[config.mk]
export PLATFORM = sky130hd
export DESIGN_NAME = triumph_hazard_ctrl
export DESIGN_NICKNAME = d
export VERILOG_FILES = /design/src/rtl/triumph_hazard_ctrl_pkg.sv /design/src/rtl/triumph_scoreboard.sv /design/src/rtl/triumph_hazard_ctrl.sv
export SDC_FILE = /design/constraint.sdc
export NUM_CORES = 1
export LEC_CHECK = 0
export ABC_AREA = 1
export CORE_UTILIZATION = 31
export DETAILED_ROUTE_END_ITERATION = 7
export PLACE_DENSITY = 0.5
export SLEW_MARGIN = 20
export SYNTH_ARGS = -nofsm -noshare
export SYNTH_HDL_FRONTEND = slang
export SYNTH_SLANG_ARGS = --single-unit
[constraint.sdc]
create_clock -name clk_i -period 8.07 [get_ports clk_i]
set_input_delay 1.614 -clock clk_i [delete_from_list [all_inputs] [get_ports clk_i]]
set_output_delay 1.614 -clock clk_i [all_outputs]
set_load 0.1 [all_outputs]
[src/rtl/triumph_hazard_ctrl_pkg.sv]
// Shared types and default sizing for the triumph ID/EX issue controller.
// Holds the HAZ_RUN / HAZ_STALL / HAZ_DRAIN issue-FSM state encodings.
package triumph_hazard_ctrl_pkg;

   localparam int NREG_DEF   = 32;
   localparam int ADDR_W_DEF = 5;
   localparam int CNT_W_DEF  = 2;

   typedef enum logic [1:0] {
      HAZ_RUN   = 2'd0,
      HAZ_STALL = 2'd1,
      HAZ_DRAIN = 2'd2
   } haz_state_e;

endpackage

[src/rtl/triumph_scoreboard.sv]
// Per-register pending-write counters; x0 is never tracked.
// Exposes nonzero/full flags per register plus an aggregate busy flag.
module triumph_scoreboard
   import triumph_hazard_ctrl_pkg::*;
#(
   parameter int NREG   = NREG_DEF,
   parameter int ADDR_W = ADDR_W_DEF,
   parameter int CNT_W  = CNT_W_DEF
) (
   input  logic              clk_i,
   input  logic              rst_ni,
   input  logic              clr_i,
   input  logic              inc_i,
   input  logic [ADDR_W-1:0] inc_addr_i,
   input  logic              dec_i,
   input  logic [ADDR_W-1:0] dec_addr_i,
   output logic [NREG-1:0]   nonzero_o,
   output logic [NREG-1:0]   full_o,
   output logic              busy_o
);

   localparam logic [CNT_W-1:0] CNT_MAX = '1;

   assign nonzero_o[0] = 1'b0;
   assign full_o[0]    = 1'b0;

   genvar gi;
   generate
      for (gi = 1; gi < NREG; gi++) begin : g_reg
         logic [CNT_W-1:0] cnt_reg;
         logic             inc_hit;
         logic             dec_hit;

         assign inc_hit = inc_i & (inc_addr_i == ADDR_W'(gi));
         // A commit against an empty counter is dropped so it cannot underflow.
         assign dec_hit = dec_i & (dec_addr_i == ADDR_W'(gi)) & (cnt_reg != '0);

         always_ff @(posedge clk_i) begin
            if (!rst_ni || clr_i) begin
               cnt_reg <= '0;
            end else if (inc_hit && !dec_hit) begin
               cnt_reg <= cnt_reg + 1'b1;
            end else if (dec_hit && !inc_hit) begin
               cnt_reg <= cnt_reg - 1'b1;
            end
         end

         assign nonzero_o[gi] = (cnt_reg != '0);
         assign full_o[gi]    = (cnt_reg == CNT_MAX);
      end
   endgenerate

   assign busy_o = |nonzero_o;

endmodule

[src/rtl/triumph_hazard_ctrl.sv]
// ID->EX issue controller: RAW/WAW-capacity stalls, fence drain, flush, registered EX issue info.
// Optional TRIUMPH_HAZ_PERF_EN adds a 32-bit stall_cnt_o performance counter.
module triumph_hazard_ctrl
   import triumph_hazard_ctrl_pkg::*;
#(
   parameter int NREG   = NREG_DEF,
   parameter int ADDR_W = ADDR_W_DEF,
   parameter int CNT_W  = CNT_W_DEF
) (
   input  logic              clk_i,
   input  logic              rst_ni,
   input  logic              id_valid_i,
   output logic              id_ready_o,
   input  logic [ADDR_W-1:0] id_rs1_addr_i,
   input  logic              id_rs1_used_i,
   input  logic [ADDR_W-1:0] id_rs2_addr_i,
   input  logic              id_rs2_used_i,
   input  logic [ADDR_W-1:0] id_rd_addr_i,
   input  logic              id_rd_we_i,
   input  logic              id_fence_i,
   input  logic              flush_i,
   input  logic              wb_commit_i,
   input  logic [ADDR_W-1:0] wb_rd_addr_i,
   output logic              ex_valid_o,
   output logic [ADDR_W-1:0] ex_rd_addr_o,
   output logic              ex_rd_we_o,
`ifdef TRIUMPH_HAZ_PERF_EN
   output logic [31:0]       stall_cnt_o,
`endif
   output logic              busy_o
);

   haz_state_e        state_reg, state_next;
   logic [NREG-1:0]   nonzero;
   logic [NREG-1:0]   full;
   logic              hazard;
   logic              issue;
   logic              ex_valid_reg;
   logic [ADDR_W-1:0] ex_rd_addr_reg;
   logic              ex_rd_we_reg;

   triumph_scoreboard #(
      .NREG   (NREG),
      .ADDR_W (ADDR_W),
      .CNT_W  (CNT_W)
   ) u_scoreboard (
      .clk_i      (clk_i),
      .rst_ni     (rst_ni),
      .clr_i      (flush_i),
      .inc_i      (issue & id_rd_we_i & (id_rd_addr_i != '0)),
      .inc_addr_i (id_rd_addr_i),
      .dec_i      (wb_commit_i & (wb_rd_addr_i != '0)),
      .dec_addr_i (wb_rd_addr_i),
      .nonzero_o  (nonzero),
      .full_o     (full),
      .busy_o     (busy_o)
   );

   // No forwarding: any pending write to a source blocks the reader.
   assign hazard = (id_rs1_used_i & (id_rs1_addr_i != '0) & nonzero[id_rs1_addr_i])
                 | (id_rs2_used_i & (id_rs2_addr_i != '0) & nonzero[id_rs2_addr_i])
                 | (id_rd_we_i & (id_rd_addr_i != '0) & full[id_rd_addr_i])
                 | (id_fence_i & busy_o);

   assign id_ready_o = rst_ni & id_valid_i & (state_reg != HAZ_DRAIN) & ~hazard & ~flush_i;
   assign issue      = id_ready_o;

   always_comb begin
      state_next = state_reg;
      case (state_reg)
         HAZ_RUN: begin
            if (id_valid_i && id_fence_i && busy_o) begin
               state_next = HAZ_DRAIN;
            end else if (id_valid_i && hazard) begin
               state_next = HAZ_STALL;
            end
         end
         HAZ_STALL: begin
            if (!id_valid_i || !hazard) begin
               state_next = HAZ_RUN;
            end
         end
         HAZ_DRAIN: begin
            if (!busy_o) begin
               state_next = HAZ_RUN;
            end
         end
         default: state_next = HAZ_RUN;
      endcase
      if (flush_i) begin
         state_next = HAZ_RUN;
      end
   end

   always_ff @(posedge clk_i) begin
      if (!rst_ni) begin
         state_reg      <= HAZ_RUN;
         ex_valid_reg   <= 1'b0;
         ex_rd_addr_reg <= '0;
         ex_rd_we_reg   <= 1'b0;
      end else begin
         state_reg      <= state_next;
         ex_valid_reg   <= issue;
         ex_rd_addr_reg <= issue ? id_rd_addr_i : '0;
         ex_rd_we_reg   <= issue & id_rd_we_i;
      end
   end

   assign ex_valid_o   = ex_valid_reg;
   assign ex_rd_addr_o = ex_rd_addr_reg;
   assign ex_rd_we_o   = ex_rd_we_reg;

`ifdef TRIUMPH_HAZ_PERF_EN
   logic [31:0] stall_cnt_reg;

   // Survives flush on purpose; only reset clears it.
   always_ff @(posedge clk_i) begin
      if (!rst_ni) begin
         stall_cnt_reg <= '0;
      end else if (id_valid_i && !id_ready_o && !flush_i) begin
         stall_cnt_reg <= stall_cnt_reg + 32'd1;
      end
   end

   assign stall_cnt_o = stall_cnt_reg;
`endif

endmodule

==> Flow_metrics.wiki, run 1 <==
{| class="wikitable"
! Metric !! Value
|-
| Run status || finished clean
|-
| Area of all placed cells without fillers || around 6000 um^2
|-
| Cell depth of the worst flop-to-flop path || 16
|-
| Share of cells above drive strength 1 || about 7.2%
|-
| Aggregate global routing overflow || 0
|-
| Die Wd || 131.2 um
|-
| Wire length per cell || between 10 and 15 um
|-
| Number of I/O pins || 38
|-
| Worst EP arrival || 4450 ps
|-
| Row count || 46
|-
| Footprint of the multi-input gates || around 3200 um^2
|-
| Post-CTS Hold Fix Bufs || 0
|-
| Data required, critical path || 6460 ps
|-
| Synth warn || 0
|-
| Final count of hold timing violations || 0
|-
| Number of instances in the synthesized netlist || 827
|-
| Top post-synthesis cells by area || sky130_fd_sc_hd__dfxtp_1 27%, sky130_fd_sc_hd__nand2_1 14%, sky130_fd_sc_hd__a21oi_1 7.9%, sky130_fd_sc_hd__o21ai_0 7.8%, sky130_fd_sc_hd__nor2_1 7.8%
|-
| Unique cell type count in the Yosys netlist || 29
|-
| Clock-pin transition on the worst setup and hold timing paths || 60 ps
|-
| Yosys top cell area share || between 20 and 30%
|-
| Maximum clock frequency || 164.9 MHz
|-
| Setup crit start kind || input pin
|-
| Layout filler cell count || 1800
|-
| Height of the die || 131.2 um
|-
| Post-CTS setup buffer count || 0
|-
| Worst-case headroom to the max-slew limit || roughly a quarter
|-
| Wire length reported by the detailed router || approximately 16 mm
|-
| Via density || between 4 and 5
|-
| Maximum vdd ir drop || a little under 0.1 mV
|-
| Post-layout utilization of the core || between 30% and 40%
|-
| DRT Pass-1 Iters || 5
|-
| Path class of the lowest-slack min-delay path || reg -> reg
|-
| Flip-flop and latch count after synthesis || 71
|-
| Number of nets at the end of the flow || approximately 920
|-
| CTS Root Buffer Type || sky130_fd_sc_hd__clkbuf_16
|-
| Sum Neg Setup Slack || 0 ps
|-
| Worst clock skew || about 7.3 ps
|-
| Number of antenna violations at the first check in global routing || 0
|-
| Worst Path Max Fanout || 17
|-
| MaxCap Viol Count || 0
|-
| IO buf count || 37
|-
| Total global-route track usage || approximately a fifth
|-
| Final cycle utilization of the critical path || roughly three quarters
|-
| Unrepaired setup endpoints after global routing || false
|-
| Cell taking the most area after synthesis || sky130_fd_sc_hd__dfxtp_1
|-
| Clock Path Buffers || 2
|-
| Clock Latency Late Sink || between 300 and 400 ps
|-
| Synthesized area || around 5200 um^2
|-
| Footprint of the flip-flops and latches || around 1400 um^2
|-
| Core area || between 15000 and 20000 um^2
|-
| Critical path destination || id_ready_o
|-
| Endpoint of the worst register-to-register path || u_scoreboard.g_reg[24].cnt_reg[1]$_SDFFE_PP0P_
|-
| Type of element capturing the critical path || output pin
|-
| Worst-margin pin slew || 1112 ps
|-
| Clock tree from TritonCTS || yes
|-
| Number of global-route vias before repair || 4870
|-
| Internal reg-to-reg setup slack || between 4000 and 5000 ps
|-
| Pwr per Cell Area || approximately 150 nW/um^2
|-
| Effective utilization at floorplan || approximately 32%
|-
| Pin count of the biggest net entering global routing || 43
|-
| Die footprint || roughly 17000 um^2
|-
| Worst reg2reg path startpoint || u_scoreboard.g_reg[16].cnt_reg[1]$_SDFFE_PP0P_
|-
| Final count of pins violating max slew || 0
|-
| Signed area change from the synthesized netlist to the final layout || 16.72%
|-
| Final worst path period need || ~6100 ps
|-
| Cell area after placement || between 5000 and 6000 um^2
|-
| TritonCTS sink count || 71
|-
| Syn nets || between 800 and 900
|-
| Leakage power || around 0.0024 uW
|-
| Remaining design rule violation count || 0
|-
| Sequential area share after synthesis || a little over a quarter
|-
| Worst setup path class || in -> out
|-
| Max FFs per register || 62
|-
| Via total after detailed routing || slightly above 5k
|-
| Placer Congestion || between 0.8 and 0.9
|-
| Number of antenna diodes || 0
|-
| Final Setup Violations || 0
|-
| Count of antenna-violating nets left after detailed routing || 0
|-
| Total of cells resized after clock tree synthesis || 0
|-
| Timing startpoint of the critical path || id_rs1_addr_i[0]
|-
| Placed wire-length estimate after detailed placement || between 10 and 15 mm
|-
| Number of buffers added by the clock tree synthesis step || 9
|-
| Avg Inst Size Synth || about 6.3 um^2
|-
| Wire length of the first global-routing pass || between 20 and 30 mm
|-
| Drt first-iter violations || between 400 and 500
|-
| H-Tree Depth || 3
|}
==> report_power, final <==
group	internal (uW)	total, uW	switching [uW]	leakage, uW
Combinational	34.9	112	77.4	0.00171
Clock	281	450	169	0.000155
Sequential	352	352	0.416	0.000572
==> cells in the final DEF, fill, tap and decap left out <==
cell,n
sky130_fd_sc_hd__nor4_1,1
sky130_fd_sc_hd__clkdlybuf4s50_1,36
sky130_fd_sc_hd__nor2_4,2
sky130_fd_sc_hd__bufinv_16,2
sky130_fd_sc_hd__nand4_4,2
sky130_fd_sc_hd__clkbuf_8,1
sky130_fd_sc_hd__o21ai_1,6
sky130_fd_sc_hd__nor2_8,2
sky130_fd_sc_hd__ha_1,31
sky130_fd_sc_hd__clkinv_4,1
sky130_fd_sc_hd__nand2_1,189
sky130_fd_sc_hd__nand3_1,57
sky130_fd_sc_hd__nor2_1,106
sky130_fd_sc_hd__clkbuf_16,9
sky130_fd_sc_hd__inv_1,86
sky130_fd_sc_hd__o211ai_1,4
sky130_fd_sc_hd__nand3_2,1
sky130_fd_sc_hd__nor3_1,4
sky130_fd_sc_hd__dfxtp_1,71
sky130_fd_sc_hd__inv_6,1
sky130_fd_sc_hd__nand2_2,1
sky130_fd_sc_hd__or2_2,2
sky130_fd_sc_hd__o21ai_0,81
sky130_fd_sc_hd__clkinvlp_4,2
sky130_fd_sc_hd__buf_4,2
sky130_fd_sc_hd__a21boi_0,1
sky130_fd_sc_hd__nor2_2,13
sky130_fd_sc_hd__o41ai_1,2
sky130_fd_sc_hd__nand4_1,21
sky130_fd_sc_hd__a21oi_1,82
sky130_fd_sc_hd__inv_4,2
sky130_fd_sc_hd__inv_2,19
sky130_fd_sc_hd__xor2_1,21
==> critical path, cell delays in order <==
cell and delay, ps:
sky130_fd_sc_hd__clkdlybuf4s50_1 880, sky130_fd_sc_hd__inv_2 290, sky130_fd_sc_hd__nand2_1 130, sky130_fd_sc_hd__nand3_1 100, sky130_fd_sc_hd__a21boi_0 220, sky130_fd_sc_hd__nor2_1 70
sky130_fd_sc_hd__nand2_1 50, sky130_fd_sc_hd__nand2_1 40, sky130_fd_sc_hd__nand2_1 160, sky130_fd_sc_hd__nand3_2 110, sky130_fd_sc_hd__nor2_4 180, sky130_fd_sc_hd__nand2_1 200
sky130_fd_sc_hd__inv_1 110, sky130_fd_sc_hd__buf_4 290
==> cell families after synthesis <==
logic type / share of synthesized area (%)
flops: 27.45
fa+ha+maj: 7.492
compound gates: 17.40
simple gates: 34.05
xor+xnor: 3.553
buf+inv: 10.05
==> layer usage <==
metal,vias to the layer above,global-route usage [%],share of wire (%),routed length [um]
met5,-,0,0,0
li1,2760,-,-,-
met4,0,6.928,1.6,259
met2,130,29.82,43,6904
met1,2278,27.13,50,8002
met3,17,4.012,6.1,986
==> worst min path at each step <==
stage,cells past startpoint,start,endpoint,slack [ps]
floorplan,2,u_scoreboard.g_reg[21].cnt_reg[1]$_SDFFE_PP0P_,u_scoreboard.g_reg[21].cnt_reg[1]$_SDFFE_PP0P_,440
global route,2,u_scoreboard.g_reg[21].cnt_reg[1]$_SDFFE_PP0P_,u_scoreboard.g_reg[21].cnt_reg[1]$_SDFFE_PP0P_,510
finish,2,u_scoreboard.g_reg[21].cnt_reg[1]$_SDFFE_PP0P_,u_scoreboard.g_reg[21].cnt_reg[1]$_SDFFE_PP0P_,470
global placement,2,u_scoreboard.g_reg[21].cnt_reg[1]$_SDFFE_PP0P_,u_scoreboard.g_reg[21].cnt_reg[1]$_SDFFE_PP0P_,460
CTS,2,u_scoreboard.g_reg[21].cnt_reg[1]$_SDFFE_PP0P_,u_scoreboard.g_reg[21].cnt_reg[1]$_SDFFE_PP0P_,470
detailed placement,2,u_scoreboard.g_reg[21].cnt_reg[1]$_SDFFE_PP0P_,u_scoreboard.g_reg[21].cnt_reg[1]$_SDFFE_PP0P_,460
==> per-stage QoR <==
stage               worst slack [ps]  hold WS [ps]  instances  power (uW)
global placement                1962         463.4       1061       472.1
floorplan                       2999         443.7        827       432.0
detailed placement              1994         462.2       1061       472.1
finish                          2007         470.2       1077       914.0
global route                    1628         511.9       1077       947.9
CTS                             1996         472.4       1077       928.9
==> synthesized netlist by cell type, drive strengths merged <==
cell type and number:
a21boi 1, or2 2, nand3 58, dfxtp 71, nor3 4, a21oi 82
nor4 1, o211ai 4, clkbuf 10, inv 107, ha 31, o21ai 87
nand4 23, nand2 190, o41ai 2, buf 10, nor2 123, xor2 21
==> area by class of cell <==
class                      instances  area share (%)
tap                              216           4.472
inverter                         107           6.729
timing repair buffer              38           6.211
multi-input combinational        629           53.58
sequential                        71           23.52
clock buffer                      10           3.954
clock inverter                     6           1.532
Power figures use the tool's default switching activity.
==> run 2: changes to the inputs <==
PLACE_DENSITY = 0.51   (was 0.5)
clock period = 5.4 ns   (was 8.07 ns; I/O delays follow)
==> run 2 against run 1 <==
Compared with the run above: via count is 2.1% higher; sequential share of layout area grew 0.063 points; sequential power is 49% higher; design area fell by 0.27%; clock power up 25%; global-route usage is 0.37 points higher; setup slack got worse by 1200 ps; non-clock buffer count increased by 5; first-iteration DRC count increased by 21%; clock skew down 2.2 ps; cell count grew 0.28%; worst hold slack better by 8.1 ps; critical path type unchanged; critical endpoint unchanged.
==> Flow_metrics.wiki, run 2 (synthesis results as in run 1) <==
{| class="wikitable"
! Metric !! Value
|-
| Clock-pin transition on the worst setup and hold timing paths || 60 ps (about the same)
|-
| Worst setup path class || in -> out (unchanged)
|-
| Maximum clock frequency || ~220 MHz
|-
| Wire length reported by the detailed router || 16.46 mm (was 16.15 mm)
|-
| Post-CTS setup buffer count || 0 (unchanged)
|-
| Unrepaired setup endpoints after global routing || false (unchanged)
|-
| Effective utilization at floorplan || 32.13% (unchanged)
|-
| Layout filler cell count || 1803 (was 1800)
|-
| Commonest non-fill, non-tap cell in the layout || sky130_fd_sc_hd__nand2_1 (unchanged)
|-
| Inst Count DP || 1066 (was 1061)
|-
| IO buf count || 37 (unchanged)
|-
| Placer Congestion || 0.8894 (was 0.8710)
|-
| Die footprint || 17220 um^2 (unchanged)
|-
| Wire length of the first global-routing pass || 26.69 mm (was 26.31 mm)
|-
| Final Setup Violations || 0 (unchanged)
|-
| Footprint of the flip-flops and latches || 1421 um^2 (unchanged)
|-
| Total of cells resized after clock tree synthesis || 0 (unchanged)
|-
| Share of cells above drive strength 1 || 7.292% (was 7.201%)
|-
| Aggregate global routing overflow || 0 (unchanged)
|-
| Non-filler instance count after layout || 1080 (was 1077)
|-
| Worst-margin pin slew || 969.4 ps (was 1112 ps)
|-
| Leakage power || 0.002441 uW (was 0.002438 uW)
|-
| Wire length per cell || 15.24 um (was 15.00 um)
|-
| Final worst path period need || 4565 ps
|-
| Row count || 46 (unchanged)
|-
| Remaining design rule violation count || 0 (unchanged)
|-
| CTS Root Buffer Type || sky130_fd_sc_hd__clkbuf_16 (unchanged)
|-
| Run status || finished clean (unchanged)
|-
| Signed area change from the synthesized netlist to the final layout || 16.41% (was 16.72%)
|-
| Number of I/O pins || 38 (unchanged)
|-
| Number of antenna violations at the first check in global routing || 0 (unchanged)
|-
| Post-CTS Hold Fix Bufs || 0 (unchanged)
|-
| Setup crit start kind || input pin (unchanged)
|-
| Clock Latency Late Sink || 350 ps (about the same)
|-
| Final cycle utilization of the critical path || 84.53%
|-
| Final count of hold timing violations || 0 (unchanged)
|-
| Pwr per Cell Area || 209.0 nW/um^2 (was 151.2 nW/um^2)
|-
| DRT Pass-1 Iters || 4 (was 5)
|-
| Clock Path Buffers || 2 (unchanged)
|-
| Number of nets at the end of the flow || 921 (was 916)
|-
| MaxCap Viol Count || 0 (unchanged)
|-
| Total global-route track usage || 19.97% (was 19.60%)
|-
| Core area || 16120 um^2 (unchanged)
|-
| Data required, critical path || 4320 ps (was 6460 ps)
|-
| Count of antenna-violating nets left after detailed routing || 0 (unchanged)
|-
| Number of antenna diodes || 0 (unchanged)
|-
| Pin count of the biggest net entering global routing || 43 (unchanged)
|-
| Worst EP arrival || 3480 ps (was 4450 ps)
|-
| Maximum vdd ir drop || 0.1537 mV (was 0.09947 mV)
|-
| Commonest cells after routing, fill and taps aside || 189 x sky130_fd_sc_hd__nand2_1, 106 x sky130_fd_sc_hd__nor2_1, 86 x sky130_fd_sc_hd__inv_1 (unchanged)
|-
| Worst Path Max Fanout || 10 (was 17)
|-
| Sum Neg Setup Slack || 0 ps (unchanged)
|-
| Via density || 4.901 (was 4.814)
|-
| Number of buffers added by the clock tree synthesis step || 9 (unchanged)
|-
| Via total after detailed routing || 5293 (was 5185)
|-
| Number of global-route vias before repair || 4819 (was 4870)
|-
| Max FFs per register || 62 (unchanged)
|-
| Die Wd || 131.2 um (unchanged)
|-
| H-Tree Depth || 3 (unchanged)
|-
| Worst-case headroom to the max-slew limit || 35.17% (was 25.62%)
|-
| Drt first-iter violations || 505 (was 416)
|-
| Type of element capturing the critical path || output pin (unchanged)
|-
| TritonCTS sink count || 71 (unchanged)
|-
| Post-route total power || 1259 uW (was 914.0 uW)
|-
| Worst clock skew || 5.072 ps (was 7.258 ps)
|-
| Height of the die || 131.2 um (unchanged)
|-
| Path class of the lowest-slack min-delay path || reg -> reg (unchanged)
|-
| Footprint of the multi-input gates || 3238 um^2 (unchanged)
|-
| Placed wire-length estimate after detailed placement || 12.73 mm (was 12.40 mm)
|-
| Final count of pins violating max slew || 0 (unchanged)
|-
| Clock tree from TritonCTS || yes (unchanged)
|}
run 2: cell types whose count changed in the layout (fill, tap and decap cells not counted), sizes merged:
cell | before | now
clkbuf | 10 | 13
buf | 2 | 7
bufinv | 2 | 0
clkinvlp | 2 | 0
inv | 108 | 107
run 2: cell type report:
cell class                      count  area share (%)
Multi-Input combinational cell    629           53.73
Sequential cell                    71           23.58
Timing Repair Buffer               43           7.058
Inverter                          107           6.747
Tap cell                          216           4.484
Clock buffer                       13           4.318
Clock inverter                      1         0.08304
run 2: where the power goes:
group / switching, uW / leakage (uW) / total, uW / internal [uW]
logic: 115 / 0.00174 / 170 / 55.2
registers: 0.618 / 0.000572 / 526 / 526
clock network: 232 / 0.000132 / 563 / 331
run 2: metal layers:
layer / wire length [um] / global-route usage [%] / part of all wire (%) / vias to the layer above
li1: - / - / - / 2774
met1: 8459 / 29.23 / 51 / 2344
met2: 6840 / 29.34 / 42 / 158
met3: 909 / 3.164 / 5.5 / 17
met4: 251 / 6.536 / 1.5 / 0
met5: 0 / 0 / 0 / -
run 2: critical path: stages:
cell	delay (ps)
sky130_fd_sc_hd__clkdlybuf4s50_1	850
sky130_fd_sc_hd__nand2_2	90
sky130_fd_sc_hd__inv_2	190
sky130_fd_sc_hd__o21ai_0	120
sky130_fd_sc_hd__nand2_1	90
sky130_fd_sc_hd__nor2_1	50
sky130_fd_sc_hd__nor2_2	70
sky130_fd_sc_hd__nor2_1	50
sky130_fd_sc_hd__nand2_1	50
sky130_fd_sc_hd__nand2_1	50
sky130_fd_sc_hd__nand2_1	60
sky130_fd_sc_hd__nand3_2	90
sky130_fd_sc_hd__nor2_4	190
sky130_fd_sc_hd__nand2_1	120
sky130_fd_sc_hd__inv_1	140
sky130_fd_sc_hd__buf_12	180
run 2: final timing paths:
check	from	to	slack, ps	cells after the start
worst max-delay path	id_rd_addr_i[0]	id_ready_o	840	16
worst min-delay path	u_scoreboard.g_reg[31].cnt_reg[1]$_SDFFE_PP0P_	u_scoreboard.g_reg[31].cnt_reg[1]$_SDFFE_PP0P_	480	2
worst min register to register	u_scoreboard.g_reg[31].cnt_reg[1]$_SDFFE_PP0P_	u_scoreboard.g_reg[31].cnt_reg[1]$_SDFFE_PP0P_	480	2
worst max register to register	u_scoreboard.g_reg[25].cnt_reg[0]$_SDFFE_PP0P_	u_scoreboard.g_reg[25].cnt_reg[1]$_SDFFE_PP0P_	2130	16
run 2: stage by stage:
| step | util (%) | hold WS [ps] | setup slack [ps] | instance area (um^2) |
|---|---|---|---|---|
| 3_3_place_gp | 35.75 | 463.0 | 825.2 | 5762 |
| 5_1_grt | 37.40 | 507.1 | 594.2 | 6027 |
| 6_report | 37.40 | 478.3 | 835.2 | 6027 |
| 4_1_cts | 37.40 | 476.9 | 820.5 | 6027 |
| 3_5_place_dp | 35.75 | 467.6 | 825.9 | 5762 |
| 2_1_floorplan | - | 443.7 | 1153 | 5177 |
==> edit (settings of run 2) <==
`ADDR_W_DEF`: 5 -> 6.
--- a/src/rtl/triumph_hazard_ctrl_pkg.sv
+++ b/src/rtl/triumph_hazard_ctrl_pkg.sv
@@ -5,3 +5,3 @@
    localparam int NREG_DEF   = 32;
-   localparam int ADDR_W_DEF = 5;
+   localparam int ADDR_W_DEF = 6;
    localparam int CNT_W_DEF  = 2;
Ports: changed (5 resized); port bits go from 38 to 43. No check against the original RTL was run, so the function may have changed too.
==> edit against run 2 <==
  * Die area is 0.27% lower
  * Global-route usage is 1.3 points higher
  * Synthesized area is 0.27% lower
  * Sequential cell count is 1 higher
  * Power is 4.7% higher
  * Worst setup slack worse by 350 ps
  * Clock power is 8.7% higher
  * Register-to-register slack worse by 110 ps
  * Sequential power is 2% higher
  * Routed wire length is 2.0% higher
  * Clock skew is 3.6 ps higher
  * Final area is 1.5% higher
==> edit: results (changes against run 2) <==
outcome:
  status: "finished clean"  # unchanged
place:
  gp_congestion: 0.878  # was 0.889
  place_inst: 1089  # was 1066
  pre_cts_ws_ps: 522  # was 826 ps
  port_buffers: 42  # was 37
  hpwl_microns: 12900  # was 12700 microns
logic_synthesis:
  synth_fa_ha_area_frac: 0.0751  # was 0.0749
  yosysWarnings: 0  # unchanged
  muxShareOfSynthArea: 0  # unchanged
  syn_area_per_cell_sq_um: 6.13  # was 6.26 sq um
  synth_compound_area_frac: 0.190  # was 0.174
  yosysSeqAreaShare: 0.279  # was 0.275
  synth_cell_types: 28  # was 29
  synth_commonest_cells: "nand2_1 (177), nor2_1 (140), inv_1 (93)"  # was nand2_1 (189), nor2_1 (107), inv_1 (86)
  synthFlopType: "dfxtp_1"  # unchanged
  syn_nets: 907  # was 887
  synth-xor-area-share: 0.0237  # was 0.0355
  synth.area.top_cells: "dfxtp_1 (28%), nand2_1 (13%), nor2_1 (10%)"  # was dfxtp_1 (27%), nand2_1 (14%), a21oi_1 (7.9%)
clock_network:
  cts_made_buffers: 9  # unchanged
  cts.clk_slew.worst_paths_ps: 60  # about the same
  clockRootBuffer: "clkbuf_16"  # unchanged
  htree_levels: 3  # unchanged
grt:
  grt_pass1_wl_microns: 26800  # was 26700 microns
  grt_use_total: 0.212  # was 0.200
  grt_pass1_vias: 5094  # was 4819
  grt_max_degree: 49  # was 43
setup_path:
  crit_arrival_ps: 3830  # was 3480 ps
  crit_start: "id_rs2_addr_i[0]"  # was id_rd_addr_i[0]
  r2r_start: "u_scoreboard.g_reg[4].cnt_reg[0]"  # was u_scoreboard.g_reg[25].cnt_reg[0]
  path_max_fanout: 11  # was 10
layout:
  drive_above_1_share: 0.0688  # was 0.0729
  num-nets-final: 948  # was 921
  diodes: 0  # unchanged
  fillers: 1730  # was 1803
pwr:
  p_leak_nw: 2.48  # was 2.44 nW
  peakVddDrop_uv: 158  # was 154 uV
detailed_routing:
  viasPerCell: 4.84  # was 4.90
  wl_per_cell_microns: 15.2  # about the same
  wl_microns: 16800  # was 16500 microns
  dr.pass1.iters: 5  # was 4
  first_iter_violations: 407  # was 505
sta:
  tightest_slew_ps: 971  # was 969 ps
  skew_ps: 8.66  # was 5.07 ps
hold_path:
  worstHoldStart: "u_scoreboard.g_reg[4].cnt_reg[1]"  # was u_scoreboard.g_reg[31].cnt_reg[1]
## edit: changes by cell type after synthesis, sizes merged, moves of 7 or more
cell   change
nor2      +28
nand4     -15
nand2     -13
a21oi      +9
inv        +7
xor2       -7
## edit: cell families (layout without fill, tap and decap cells)
family | count (synthesis) | in the layout
AOI/OAI and AO/OA | 191 | 191
xor gates and xnor gates | 14 | 14
adders and majority gates | 31 | 31
buffers and inverters | 134 | 178
DFF | 72 | 72
and+or+nand+nor | 401 | 401
## edit: worst paths after layout
check / end / slack, ps / depth (start not counted)
min: u_scoreboard.g_reg[4].cnt_reg[1] / 480 / 2
max: id_ready_o / 490 / 16
max reg2reg: u_scoreboard.g_reg[17].cnt_reg[1] / 2020 / 16
min reg2reg: u_scoreboard.g_reg[4].cnt_reg[1] / 480 / 2
## edit: cell type report
class	count	area (sq um)	share of cell area
flip-flops and latches	72	1440	0.236
well taps	216	270	0.0442
multi-input cells	637	3200	0.523
clock buffers	11	253	0.0413
clock inverters	3	42.5	0.00695
repair buffers	48	475	0.0777
inverters	116	435	0.0712
## edit: stage by stage
stage	hold slack, ps	instance area (sq um)
after floorplan	452	5160
after global placement	470	5820
after detailed placement	471	5820
after CTS	482	6120
after global routing	508	6120
final	479	6120
## edit: routing by layer
layer,GRT usage,vias to the layer above,wire length [microns]
met1,0.273,2311,7670
met2,0.334,169,7380
met4,0.128,0,749
met3,0.0345,47,1010
met5,0,-,0
li1,-,2813,-
## edit: where the power goes
group	switching (mW)	internal, mW	leakage [nW]
sequential	0.000546	0.533	0.580
combinational	0.114	0.0584	1.75
clock	0.236	0.377	0.143
total	0.350	0.968	2.48
## edit: worst max-delay path: stages
cell and delay (ps):
clkdlybuf4s50_1 780, inv_2 190, nor2_1 270, nand2_1 90, nand2_1 70, nor2_1 40
nand2_1 60, nand3_1 70, nand2_1 70, nand2_1 50, nand3_1 160, nand3_2 130
nor2_4 180, nand2_1 210, inv_1 170, buf_12 180
